### config.mk
export PLATFORM = sky130hd
export DESIGN_NAME = uart_rx_flat
export DESIGN_NICKNAME = d
export VERILOG_FILES = /design/src/rtl/uart_pkg.sv /design/src/rtl/uart_rx_if.sv /design/src/rtl/uart_rx_sync_2ff.sv /design/src/rtl/uart_rx.sv /design/src/flat_wrapper.sv
export SDC_FILE = /design/constraint.sdc
export NUM_CORES = 1
export LEC_CHECK = 0
export ABC_CLOCK_PERIOD_IN_PS = 3300
export CORE_MARGIN = 5
export CORE_UTILIZATION = 44
export DETAILED_ROUTE_END_ITERATION = 10
export GPL_TIMING_DRIVEN = 0
export PLACE_DENSITY = 0.67
export SYNTH_ARGS = -nofsm -noshare
export SYNTH_HDL_FRONTEND = slang
export SYNTH_SLANG_ARGS = --single-unit
### constraint.sdc
create_clock -name clk -period 3.3 [get_ports clk]
set_input_delay 0.66 -clock clk [delete_from_list [all_inputs] [get_ports clk]]
set_output_delay 0.66 -clock clk [all_outputs]
set_load 0.02 [all_outputs]
### src/rtl/uart_pkg.sv
// Shared UART definitions: the frame FSM state encoding used by both the
// transmitter and receiver, plus default frame parameters.
package uart_pkg;

   typedef enum logic [1:0] {Idle, Start, Data, Stop} uart_state_t;

   localparam int UART_OVERSAMPLE_DEFAULT = 16;
   localparam int UART_DATA_BITS_DEFAULT  = 8;

   // Counter width for a modulo-n count, never narrower than one bit.
   function automatic int width_of(input int n);
      return (n > 1) ? $clog2(n) : 1;
   endfunction

endpackage

### src/rtl/uart_rx_if.sv
// Receiver-side UART bundle: serial line and oversample tick in, received
// word with its strobe and status out.
interface uart_rx_if
   import uart_pkg::*;
#(
   parameter int DATA_BITS = UART_DATA_BITS_DEFAULT
) ();

   logic                 rx;
   logic                 enb;
   logic [DATA_BITS-1:0] data_out;
   logic                 rx_done;
   logic                 frame_err;
   logic                 busy;

   // The receiver consumes the line and tick and reports the word.
   modport slave (
      input  rx, enb,
      output data_out, rx_done, frame_err, busy
   );

   modport master (
      output rx, enb,
      input  data_out, rx_done, frame_err, busy
   );

endinterface

### src/rtl/uart_rx_sync_2ff.sv
// Two-flop synchroniser for a single asynchronous input; the reset value
// matches the idle level of the signal being synchronised.
module sync_2ff #(
   parameter logic RESET_VAL = 1'b0
) (
   input  logic clk,
   input  logic reset_n,
   input  logic d,
   output logic q
);

   logic meta;

   // NOTE: flops are written with <= so every register samples pre-edge values;
   // blocking = here would collapse the two stages into one.
   always_ff @(posedge clk or negedge reset_n) begin
      if (!reset_n) begin
         meta <= RESET_VAL;
         q    <= RESET_VAL;
      end else begin
         meta <= d;
         q    <= meta;
      end
   end

endmodule

### src/rtl/uart_rx.sv
// UART receiver: edge-detected start bit validated at mid-bit, LSB-first data
// sampled at mid-bit, stop bit checked and reported with a one-cycle strobe.
module uart_rx
   import uart_pkg::*;
#(
   parameter int DATA_BITS  = UART_DATA_BITS_DEFAULT,
   parameter int OVERSAMPLE = UART_OVERSAMPLE_DEFAULT
) (
   input  logic     clk,
   input  logic     reset_n,
   uart_rx_if.slave bus
);

   localparam int TICK_W = width_of(OVERSAMPLE);
   localparam int BIT_W  = width_of(DATA_BITS);

   localparam logic [TICK_W-1:0] TICK_MID  = TICK_W'(OVERSAMPLE / 2 - 1);
   localparam logic [TICK_W-1:0] TICK_LAST = TICK_W'(OVERSAMPLE - 1);
   localparam logic [TICK_W-1:0] TICK_ONE  = TICK_W'(1);
   localparam logic [BIT_W-1:0]  BIT_LAST  = BIT_W'(DATA_BITS - 1);
   localparam logic [BIT_W-1:0]  BIT_ONE   = BIT_W'(1);

   logic rx_s;

   uart_state_t          state_q, state_d;
   logic [TICK_W-1:0]    tick_q, tick_d;
   logic [BIT_W-1:0]     bit_q, bit_d;
   logic [DATA_BITS-1:0] shreg_q, shreg_d;
   logic [DATA_BITS-1:0] data_q, data_d;
   logic                 done_q, done_d;
   logic                 ferr_q, ferr_d;

   sync_2ff #(.RESET_VAL(1'b1)) u_rx_sync (
      .clk     (clk),
      .reset_n (reset_n),
      .d       (bus.rx),
      .q       (rx_s)
   );

   always_ff @(posedge clk or negedge reset_n) begin
      if (!reset_n) begin
         state_q <= Idle;
         tick_q  <= '0;
         bit_q   <= '0;
         shreg_q <= '0;
         data_q  <= '0;
         done_q  <= 1'b0;
         ferr_q  <= 1'b0;
      end else begin
         state_q <= state_d;
         tick_q  <= tick_d;
         bit_q   <= bit_d;
         shreg_q <= shreg_d;
         data_q  <= data_d;
         done_q  <= done_d;
         ferr_q  <= ferr_d;
      end
   end

   always_comb begin
      // NOTE: every output of this block gets a default first, so no path can
      // leave one unassigned and infer a latch.
      state_d = state_q;
      tick_d  = tick_q;
      bit_d   = bit_q;
      shreg_d = shreg_q;
      data_d  = data_q;
      done_d  = 1'b0;
      ferr_d  = ferr_q;

      unique case (state_q)
         Idle: begin
            if (!rx_s) begin
               state_d = Start;
               tick_d  = '0;
            end
         end
         Start: begin
            if (bus.enb) begin
               if (tick_q == TICK_MID) begin
                  tick_d  = '0;
                  bit_d   = '0;
                  // A start bit that is high again at mid-bit was a glitch.
                  state_d = rx_s ? Idle : Data;
               end else begin
                  tick_d = tick_q + TICK_ONE;
               end
            end
         end
         Data: begin
            if (bus.enb) begin
               if (tick_q == TICK_LAST) begin
                  tick_d  = '0;
                  shreg_d = {rx_s, shreg_q[DATA_BITS-1:1]};
                  if (bit_q == BIT_LAST) state_d = Stop;
                  else                   bit_d   = bit_q + BIT_ONE;
               end else begin
                  tick_d = tick_q + TICK_ONE;
               end
            end
         end
         Stop: begin
            if (bus.enb) begin
               if (tick_q == TICK_LAST) begin
                  tick_d  = '0;
                  data_d  = shreg_q;
                  ferr_d  = ~rx_s;
                  done_d  = 1'b1;
                  // Leaving at mid stop bit keeps a back-to-back start edge visible.
                  state_d = Idle;
               end else begin
                  tick_d = tick_q + TICK_ONE;
               end
            end
         end
         default: state_d = Idle;
      endcase
   end

   assign bus.data_out  = data_q;
   assign bus.rx_done   = done_q;
   assign bus.frame_err = ferr_q;
   assign bus.busy      = (state_q != Idle);

endmodule

### src/flat_wrapper.sv
// flat-port wrapper written by rule: the top's interface ports become plain ports
module uart_rx_flat import uart_pkg::*;
#(
   parameter int DATA_BITS  = UART_DATA_BITS_DEFAULT,
   parameter int OVERSAMPLE = UART_OVERSAMPLE_DEFAULT
)
  (clk, reset_n, bus_rx, bus_enb, bus_data_out, bus_rx_done, bus_frame_err, bus_busy);
  uart_rx_if #(.DATA_BITS(DATA_BITS)) bus_i ();
  input  logic clk;
  input  logic reset_n;
  input wire logic [$bits(bus_i.rx)-1:0] bus_rx;
  input wire logic [$bits(bus_i.enb)-1:0] bus_enb;
  output wire logic [$bits(bus_i.data_out)-1:0] bus_data_out;
  output wire logic [$bits(bus_i.rx_done)-1:0] bus_rx_done;
  output wire logic [$bits(bus_i.frame_err)-1:0] bus_frame_err;
  output wire logic [$bits(bus_i.busy)-1:0] bus_busy;
  assign bus_i.rx = bus_rx;
  assign bus_i.enb = bus_enb;
  assign bus_data_out = bus_i.data_out;
  assign bus_rx_done = bus_i.rx_done;
  assign bus_frame_err = bus_i.frame_err;
  assign bus_busy = bus_i.busy;
  uart_rx #(.DATA_BITS(DATA_BITS), .OVERSAMPLE(OVERSAMPLE)) u_core (.clk(clk), .reset_n(reset_n), .bus(bus_i));
endmodule
## Yosys cells after proc, flatten, opt, wreduce, memory -nomap -nowiden

Cells that the tools add are included.

- Multiplexer cells: 25
- Add/sub/neg operators: 2
- Reductions and logical operators: 9
- Eq/ne operators: 16
- Bitwise gates (word level): 1

Operator list:

| operator | number |
|---|---|
| $mux W4 | 5 |
| $mux W2 | 9 |
| $mux W3 | 5 |
| $pmux W4 S3 | 1 |
| $ne A2 B1 Y1 const B | 5 |
| $ne A2 B2 Y1 const B | 5 |
| $reduce_and A3 Y1 | 3 |
| $pmux W2 S4 | 1 |
| $reduce_and A8 Y1 | 1 |
| $pmux W3 S2 | 1 |
| $reduce_and A6 Y1 | 1 |
| $add A4 B1 Y4 const B | 1 |
| $eq A2 B2 Y1 const B | 2 |
| $eq A4 B3 Y1 const B | 1 |
| $eq A4 B4 Y1 const B | 1 |
| $reduce_bool A2 Y1 | 2 |
| $add A3 B1 Y3 const B | 1 |
| $eq A3 B3 Y1 const B | 1 |
| $mux W1 | 3 |
| $eq A2 B1 Y1 const B | 1 |
| $logic_not A2 Y1 | 1 |
| $reduce_or A2 Y1 | 1 |
| $not A1 Y1 | 1 |

- Bits of input ports: 4
- Output and inout bits: 11
- Register bits after elaboration: 29

## Longest topological paths before layout

Gate-level depths: netlist of run 1.

- Depth after elaboration: 5
- Depth in mapped cells: 5
- Gate-level depth less buffers: 5

## Hierarchy

From an unflattened synthesis of run 1, not the netlist that was laid out.

- Cell total of the unflattened synthesis: 100
- Area, all modules: 1335.0 um^2

Modules (own cells, without submodules):

| module | area each (um^2) | cells an instance | times used | sequential area each (um^2) |
|---|---|---|---|---|
| uart_rx | 1282.5 | 98 | 1 | 675.6 |
| sync_2ff | 52.6 | 2 | 1 | 52.6 |

## Worst setup path after synthesis of run 1

No wires, ideal clock.

- Path type: input -> register
- Start point: in bus_enb
- End point: reg u_core.shreg_q[0]
- Data arrival time: 1.508 ns
- Required time: 3.175 ns
- Setup slack: 1.668 ns
- Stages: 4
- Path buffers: 1
- Path through: buf_6 -> nand3_2 -> nor3_4 -> mux2_2

- Cells in the longest elaborated chain, start to end: 1

Ends and longest elaborated chain:

| item | RTL line | source |
|---|---|---|
| start, declared | flat_wrapper.sv:12 | `input wire logic [$bits(bus_i.enb)-1:0] bus_enb;` |
| $reduce_and A3 Y1 (no source line) | - |  |
| end signal, assigned | uart_rx.sv:53 | `shreg_q <= shreg_d;` |
| end, declared | uart_rx.sv:28 | `logic [DATA_BITS-1:0] shreg_q, shreg_d;` |

Every way passes these cells.
A chain may end at the register's enable or synchronous reset.

## Final worst setup path of run 1

- Start point: reg u_core.state_q[0]
- End point: out bus_busy

- Cells in the longest elaborated chain, start to end: 1

Ends and longest elaborated chain:

| item | RTL line | source |
|---|---|---|
| start, declared | uart_rx.sv:25 | `uart_state_t state_q, state_d;` |
| start signal, assigned | uart_rx.sv:42 | `state_q <= Idle;` |
| start signal, assigned | uart_rx.sv:50 | `state_q <= state_d;` |
| $reduce_bool A2 Y1 | uart_rx.sv:123 | `assign bus.busy = (state_q != Idle);` |
| end, declared | flat_wrapper.sv:16 | `output wire logic [$bits(bus_i.busy)-1:0] bus_busy;` |

Every way passes these cells.

==> results.cfg, run 1 <==
[power_and_ir_drop]
power_density_nw_per_um2 = 537
power.internal_mw = 0.606
switchingPower_mw = 0.259
p_leak_nw = 0.750
clockPowerShare_pct = 26.1
vdd_drop_max_mv = 0.281
p_seq_share_pct = 53.5
swShare_pct = 29.9
combPwrFrac_pct = 20.4

[route]
antenna_left = 0
wl_mm = 2.35
via_per_inst = 5.16
drtIter0Drc = 28
wl_per_cell_microns = 14.2
drc = 0
drtPass1Iterations = 2
routed-via-count = 856

[final_layout]
stdcell_count = 166
final_common_cell = dfrtp_1
final_cell_mix = dfrtp_1 (27), mux2_2 (17), clkdlybuf4s50_1 (12)
nNetsFinal = 128
area_growth_pct = 17.4
antenna_cells = 0
layout-drive-gt1-share_pct = 32.0

[setup_path]
crit_path_end_kind = output pin
max_stage_delay_ns = 0.53
worst-path-max-fanout = 10
crit_arrival_ns = 1.65
path_class = register to output pin
path_cells = or2_1 -> buf_6 -> clkdlybuf4s50_1
worstSetupStartpointType = register
crit_required_ns = 2.64
slowest_stage = clkdlybuf4s50_1

[clocking]
tritoncts = yes
cts_root_buf = clkbuf_4
post_cts_buffers = 0
clock_latency_ns = 0.33
clk_pin_slew_ns = 0.09
cts_buffers = 5
clock_path_buffers = 2
postCtsHoldBufs = 0
clock_sink_count = 29
cts.repair.resized = 0
cts_max_level = 2

[global_routing]
grt_max_degree = 30
grt_antenna_before_repair = 0
grt-busiest-layer = met2
use_met2_pct = 20.4
use_met3_pct = 4.76
grt_pass1_vias = 925
grt-ovfl-total = 0
use_met1_pct = 15.5
grt_util_all_layers_pct = 13.0
grt_pass1_wl_mm = 4.19

[synth]
yosysSeqAreaShare_pct = 53.1
synthesis.nets = 108
yosysWarnings = 0
synthesis.instances = 101
syn_area_sq_um = 1370
yosysTopAreaCellShare_pct = 49.3
synthTopCellsByArea = dfrtp_1 (49%), mux2_2 (14%), dfstp_2 (3.8%), buf_6 (3.3%), ha_1 (2.7%)
syn_avg_cell_area_sq_um = 13.6
synth-seq-cells = 29
yosysTopAreaCell = dfrtp_1
synth_cell_types = 37

[die]
die_x_microns = 65.8
start_util_pct = 45.3
top_level_ports = 15
die_area_sq_um = 4330
die_y_microns = 65.8
row_count = 20
core_sq_um = 3030

[timing]
finClkSkew_ns = 0.0110
finalCriticalPeriod_ns = 2.31
slew_headroom_pct = 58.6
finalHoldViolations = 0
slew_viol_final = 0
setup_viol = 0
setup-tns-final_ns = 0
timing.final.crit_share_pct = 69.9
rsz0062_at_grt = false
fmax_mhz = 434
worstMarginPinSlew_ns = 0.620

[worst_hold_path]
min_path_type = input port to async pin

[run]
drv_cap = 0

[place]
place_inst = 158
io_buffers = 13
gp_congestion = 0.748
dp_hpwl_mm = 1.62

[status]
outcome = complete, no violations
## cells by family after synthesis
kind of cell | after synthesis | synth area share, %
flops | 29 | 53.1
mux | 20 | 16.1
fa+ha+maj | 3 | 2.74
buf+inv | 10 | 5.66
compound gates | 17 | 8.94
simple gates | 22 | 13.4
## final timing paths
check | start | endpoint | slack, ns | cells past startpoint
worst min register to register | u_core.u_rx_sync.meta | u_core.u_rx_sync.q | 0.36 | 0
min in group clk | u_core.u_rx_sync.meta | u_core.u_rx_sync.q | 0.36 | 0
worst max register to register | u_core.tick_q[0] | u_core.shreg_q[7] | 1.57 | 4
max in group asynchronous | reset_n | u_core.bus.frame_err | 2.54 | 1
worst min-delay path | reset_n | async pin | 0.33 | 1
worst max-delay path | u_core.state_q[0] | bus_busy | 0.99 | 3
## critical path, delay by kind of cell, from the launching register on
kind	cells	cell delay (ns)
buffers and inverters	2	0.67
flip-flops	1	0.41
AND/OR/NAND/NOR	1	0.23
## sequential cells by signal, summed over array words and instances, names as in the netlist, named ones only
name	cells
u_core.bus.data_out	8
u_core.shreg_q	8
u_core.tick_q	4
u_core.bit_q	3
u_core.bus.frame_err	1
u_core.bus.rx_done	1
u_core.state_q	1
u_core.u_rx_sync.meta	1
u_core.u_rx_sync.q	1
## cell usage after synthesis
master,count
a22o_1,2
nor3b_1,2
dfstp_2,2
clkbuf_8,1
nand4_1,1
dfrtp_1,27
and4bb_2,1
o2111ai_1,1
a211oi_1,1
inv_1,5
o21ai_0,4
buf_6,4
and3_4,1
nand2_1,2
nand3_2,1
mux2_2,17
and4_2,1
ha_1,3
nor2_1,1
or2_1,1
nor4bb_1,1
a221o_1,1
mux2i_1,3
or4b_1,1
nand2_2,1
nor3_4,1
nand3b_1,2
nor4_1,1
o211ai_1,1
or2_2,1
a21oi_1,2
nand3_1,2
nand4_4,1
o21a_1,1
a31oi_1,1
o2bb2ai_1,2
a32o_1,1
## layout make-up
| cell class | count | area (sq um) |
|---|---|---|
| plain buffers | 5 | 58.8 |
| clock buffers | 8 | 58.8 |
| fillers | 268 | 1420 |
| inverters | 5 | 18.8 |
| multi-input cells | 62 | 566 |
| flip-flops and latches | 29 | 728 |
| well taps | 44 | 55.1 |
| repair buffers | 13 | 125 |
## power by group through the flow
stage          Clock [mW]  Combinational (mW)  Sequential [mW]
2_1_floorplan           0               0.146            0.455
3_3_place_gp            0               0.173            0.467
3_5_place_dp            0               0.179            0.470
4_1_cts             0.237               0.180            0.464
5_1_grt             0.252               0.201            0.471
6_report            0.225               0.176            0.463
## through the flow
step	setup slack [ns]	cell area, sq um	util (%)	total power, mW	hold slack [ns]
5_1_grt	0.918	1610	53.2	0.924	0.372
4_1_cts	0.968	1620	53.3	0.881	0.362
6_report	0.994	1610	53.2	0.865	0.331
3_5_place_dp	1.07	1560	51.4	0.649	0.349
2_1_floorplan	1.67	1370	-	0.600	0.345
3_3_place_gp	1.11	1560	51.4	0.640	0.348
## layer usage
layer / share of wire [%] / vias to the layer above
li1: - / 413
met1: 47 / 425
met2: 48 / 12
met3: 3.5 / 6
met4: 2.0 / 0
met5: 0 / -
(Power assumes the default switching activity.)
==> run 2: changes to the inputs <==
--- a/config.mk
+++ b/config.mk
@@ -5,7 +5,7 @@
 export SDC_FILE = /design/constraint.sdc
 export NUM_CORES = 1
 export LEC_CHECK = 0
-export ABC_CLOCK_PERIOD_IN_PS = 3300
+export ABC_CLOCK_PERIOD_IN_PS = 2150
 export CORE_MARGIN = 5
 export CORE_UTILIZATION = 44
 export DETAILED_ROUTE_END_ITERATION = 10
==> constraint.sdc (replaced) <==
create_clock -name clk -period 2.15 [get_ports clk]
set_input_delay 0.43 -clock clk [delete_from_list [all_inputs] [get_ports clk]]
set_output_delay 0.43 -clock clk [all_outputs]
set_load 0.02 [all_outputs]
==> run 2 against run 1 <==
Compared with the run above:
- sequential cell count did not move
- design area rose by 0.16%
- via count did not move
- clock skew did not move
- sequential share of layout area fell by 0.070 points
- non-clock buffer count did not move
- critical path type unchanged
- highest routed layer unchanged
==> results.cfg, run 2 (synthesized netlist as in run 1, its figures left out) <==
[final_layout]
num-fill-cells = 267
layout-drive-gt1-share_pct = 32.0
nNetsFinal = 128
seq_area_sq_um = 728
final_cell_mix = dfrtp_1 (27), mux2_2 (17), clkdlybuf4s50_1 (11)
final_common_cell = dfrtp_1
multi_input_area_sq_um = 566
antenna_cells = 0
stdcell_count = 166
area_growth_pct = 17.6

[route]
drtIter0Drc = 28
via_per_inst = 5.16
drc = 0
wl_mm = 2.35
antenna_left = 0
wl_per_cell_microns = 14.2
drtPass1Iterations = 2
routed-via-count = 856

[timing]
slew_viol_final = 0
finalCriticalPeriod_ns = 1.74
hold_slack_ns = 0.101
timing.final.crit_share_pct = 81.2
rsz0062_at_grt = false
setup_viol = 0
finClkSkew_ns = 0.0110
fmax_mhz = 573
setup-tns-final_ns = 0
slew_headroom_pct = 58.6
finalHoldViolations = 0
worstMarginPinSlew_ns = 0.620

[power_and_ir_drop]
p_total_mw = 1.33
vdd_drop_max_mv = 0.432
p_leak_nw = 0.750
power_density_nw_per_um2 = 823

[setup_path]
crit_required_ns = 1.72
crit_arrival_ns = 1.31
worst-path-max-fanout = 10
crit_family = flip-flops
worstSetupStartpointType = register
crit_path_end_kind = output pin
slowest_stage = dfrtp_1
reg2reg_setup_slack_ns = 0.42
crit_buf_inv = 2
max_stage_delay_ns = 0.41
path_class = register to output pin
path_cells = or2_1 -> buf_6 -> dlymetal6s2s_1

[global_routing]
grt_pass1_vias = 925
grt_max_degree = 30
grt_antenna_before_repair = 0
grt_util_all_layers_pct = 13.0
grt-ovfl-total = 0
grt_pass1_wl_mm = 4.19

[place]
place_inst = 158
gp_congestion = 0.748
io_buffers = 13
dp_hpwl_mm = 1.62

[die]
die_y_microns = 65.8
core_sq_um = 3030
top_level_ports = 15
row_count = 20
die_x_microns = 65.8
start_util_pct = 45.3
die_area_sq_um = 4330

[clocking]
clock_path_buffers = 2
cts_buffers = 5
cts_max_level = 2
clk_pin_slew_ns = 0.09
clock_sink_count = 29
clock_latency_ns = 0.33
postCtsHoldBufs = 0
tritoncts = yes
post_cts_buffers = 0
cts.repair.resized = 0
cts_root_buf = clkbuf_4

[status]
outcome = complete, no violations

[run]
drv_cap = 0

[worst_hold_path]
min_path_type = input port to async pin
==> run 2: cell type report <==
type                    count  share of cell area (%)
flip-flops and latches     29                    45.2
repair buffers             13                    7.91
plain buffers               5                    3.65
multi-input cells          62                    35.1
clock buffers               8                    3.65
well taps                  44                    3.41
inverters                   5                    1.16
==> run 2: power by group <==
group	internal (mW)	leakage, nW	total (mW)	switching [mW]
Combinational	0.138	0.338	0.271	0.132
Sequential	0.631	0.379	0.711	0.0803
Clock	0.161	0.0326	0.346	0.185
Total	0.930	0.750	1.33	0.397
==> run 2: path summary, 6_finish.rpt <==
path                                       startpoint                   end  cells past startpoint
worst max-delay path                u_core.state_q[0]              bus_busy                      3
worst min-delay path                          reset_n             async pin                      1
worst max register to register       u_core.tick_q[0]     u_core.shreg_q[7]                      4
worst min register to register  u_core.u_rx_sync.meta    u_core.u_rx_sync.q                      0
max in group asynchronous                     reset_n  u_core.bus.frame_err                      1
min in group clk                u_core.u_rx_sync.meta    u_core.u_rx_sync.q                      0
==> run 2: worst register-to-register path, cell delays in order, from the launching register on <==
cell,delay (ns)
dfrtp_1,0.39
ha_1,0.29
nand3_2,0.16
nor3_4,0.38
mux2_2,0.39
==> run 2: layer usage <==
layer	vias up	GRT usage, %	routed length [microns]
li1	413	-	-
met2	12	20.4	1130
met1	425	15.5	1100
met3	6	4.76	82
met5	-	0	0
met4	0	6.74	47
==> run 2: stage by stage <==
| step | instance area, sq um | util [%] | setup WS [ns] |
|---|---|---|---|
| after CTS | 1620 | 53.3 | 0.0477 |
| after global routing | 1610 | 53.3 | 0.330 |
| final | 1610 | 53.3 | 0.405 |
| after global placement | 1560 | 51.4 | 0.190 |
| after floorplan | 1370 | - | 0.653 |
| after detailed placement | 1560 | 51.4 | 0.153 |
==> RTL change: new RTL, settings of run 1 <==
Re-encode `uart_state_t` (4 states) as one-hot, 4 bits wide.
--- a/src/rtl/uart_pkg.sv
+++ b/src/rtl/uart_pkg.sv
@@ -3,5 +3,5 @@
 package uart_pkg;
 
-   typedef enum logic [1:0] {Idle, Start, Data, Stop} uart_state_t;
+   typedef enum logic [3:0] {Idle = 4'b0001, Start = 4'b0010, Data = 4'b0100, Stop = 4'b1000} uart_state_t;
 
    localparam int UART_OVERSAMPLE_DEFAULT = 16;
Formal check against the unedited RTL: no difference found for any inputs over 10 cycles, from zero or initial values and one cycle with reset_n low; not proved beyond that.
==> RTL change against run 1 <==
- sequential cell count rose by 2
- wire length rose by 23%
- register-to-register slack got worse by 0.26 ns
- fmax fell by 13%
- core utilization rose by 0.68 points
- worst setup slack got worse by 0.35 ns
- design area rose by 13%
- power rose by 14%
- area after synthesis rose by 14%
- critical path depth did not move
- count of clock-buffer cells in the layout fell by 1
- critical endpoint unchanged
- largest power group unchanged
==> RTL change: results <==
[yosys]
synth_common_cells = 28 x dfrtp_1, 10 x mux2_2, 8 x inv_1
synthTopCellsByArea = dfrtp_1 45%, mux2_2 7.2%, mux2_4 6.7%, dfstp_2 5.1%, mux2i_1 2.6%
muxShareOfSynthArea = 0.165
ys_types = 43
synth_nets = 138
ys_seq_area_frac = 0.500
synth_xor_area_frac = 0.0225

[power]
internal_power_uw = 661
combPwrFrac = 0.298
p_leak_nw = 0.873

[drt]
routed_wirelength_um = 2900
met1Wirelength_um = 1310
wl_met3_um = 104

[global_routing]
met1_usage = 0.165
grtUsageMet2 = 0.208
grtUsageMet3 = 0.0449
grt_max_degree = 32
grt_usage = 0.131

[cells_and_area]
n_fill_cell = 297
final_layout_size_suffix_gt1_frac = 0.281

[run_status]
outcome = finished, final reports clean

[critical_path]
regToRegEndpoint = u_core.bus.data_out[5]
critPathArrivalTime_ns = 2.00
startpoint = u_core.state_q[0]
rrSetupSlack_ns = 1.31
crit_path_max_incr_delay_ns = 0.59
rr_worst_depth = 5

[timing]
worstMarginPinSlew_ns = 0.669

[place]
hpwl_um = 2100
==> RTL change: cell count changes in the layout (fill, tap and decap cells not counted), sizes merged, moves of 2 or more <==
| cell | change |
|---|---|
| nand2 | +3 |
| or4 | +2 |
| nor2 | +6 |
| xnor2 | +3 |
| inv | +3 |
| buf | +2 |
| or3 | +3 |
| a22o | -2 |
| nand2b | +3 |
==> RTL change: cell type report <==
class                           count  share of cell area
Inverter                            8              0.0164
Sequential cell                    31               0.427
Tap cell                           46              0.0315
Multi-Input combinational cell     85               0.388
Clock buffer                        7              0.0356
Clock inverter                      1             0.00411
Timing Repair Buffer               14              0.0740
Buffer                              7              0.0233
==> RTL change: stage by stage <==
step	cells	power (mW)	hold slack [ns]	setup slack, ns	area (µm²)
after CTS	199	0.996	0.366	0.627	1830
after floorplan	131	0.654	0.345	1.45	1560
after detailed placement	191	0.735	0.353	0.765	1760
after global placement	191	0.721	0.346	0.776	1760
final	199	0.985	0.352	0.644	1830
after global routing	199	1.04	0.369	0.553	1830
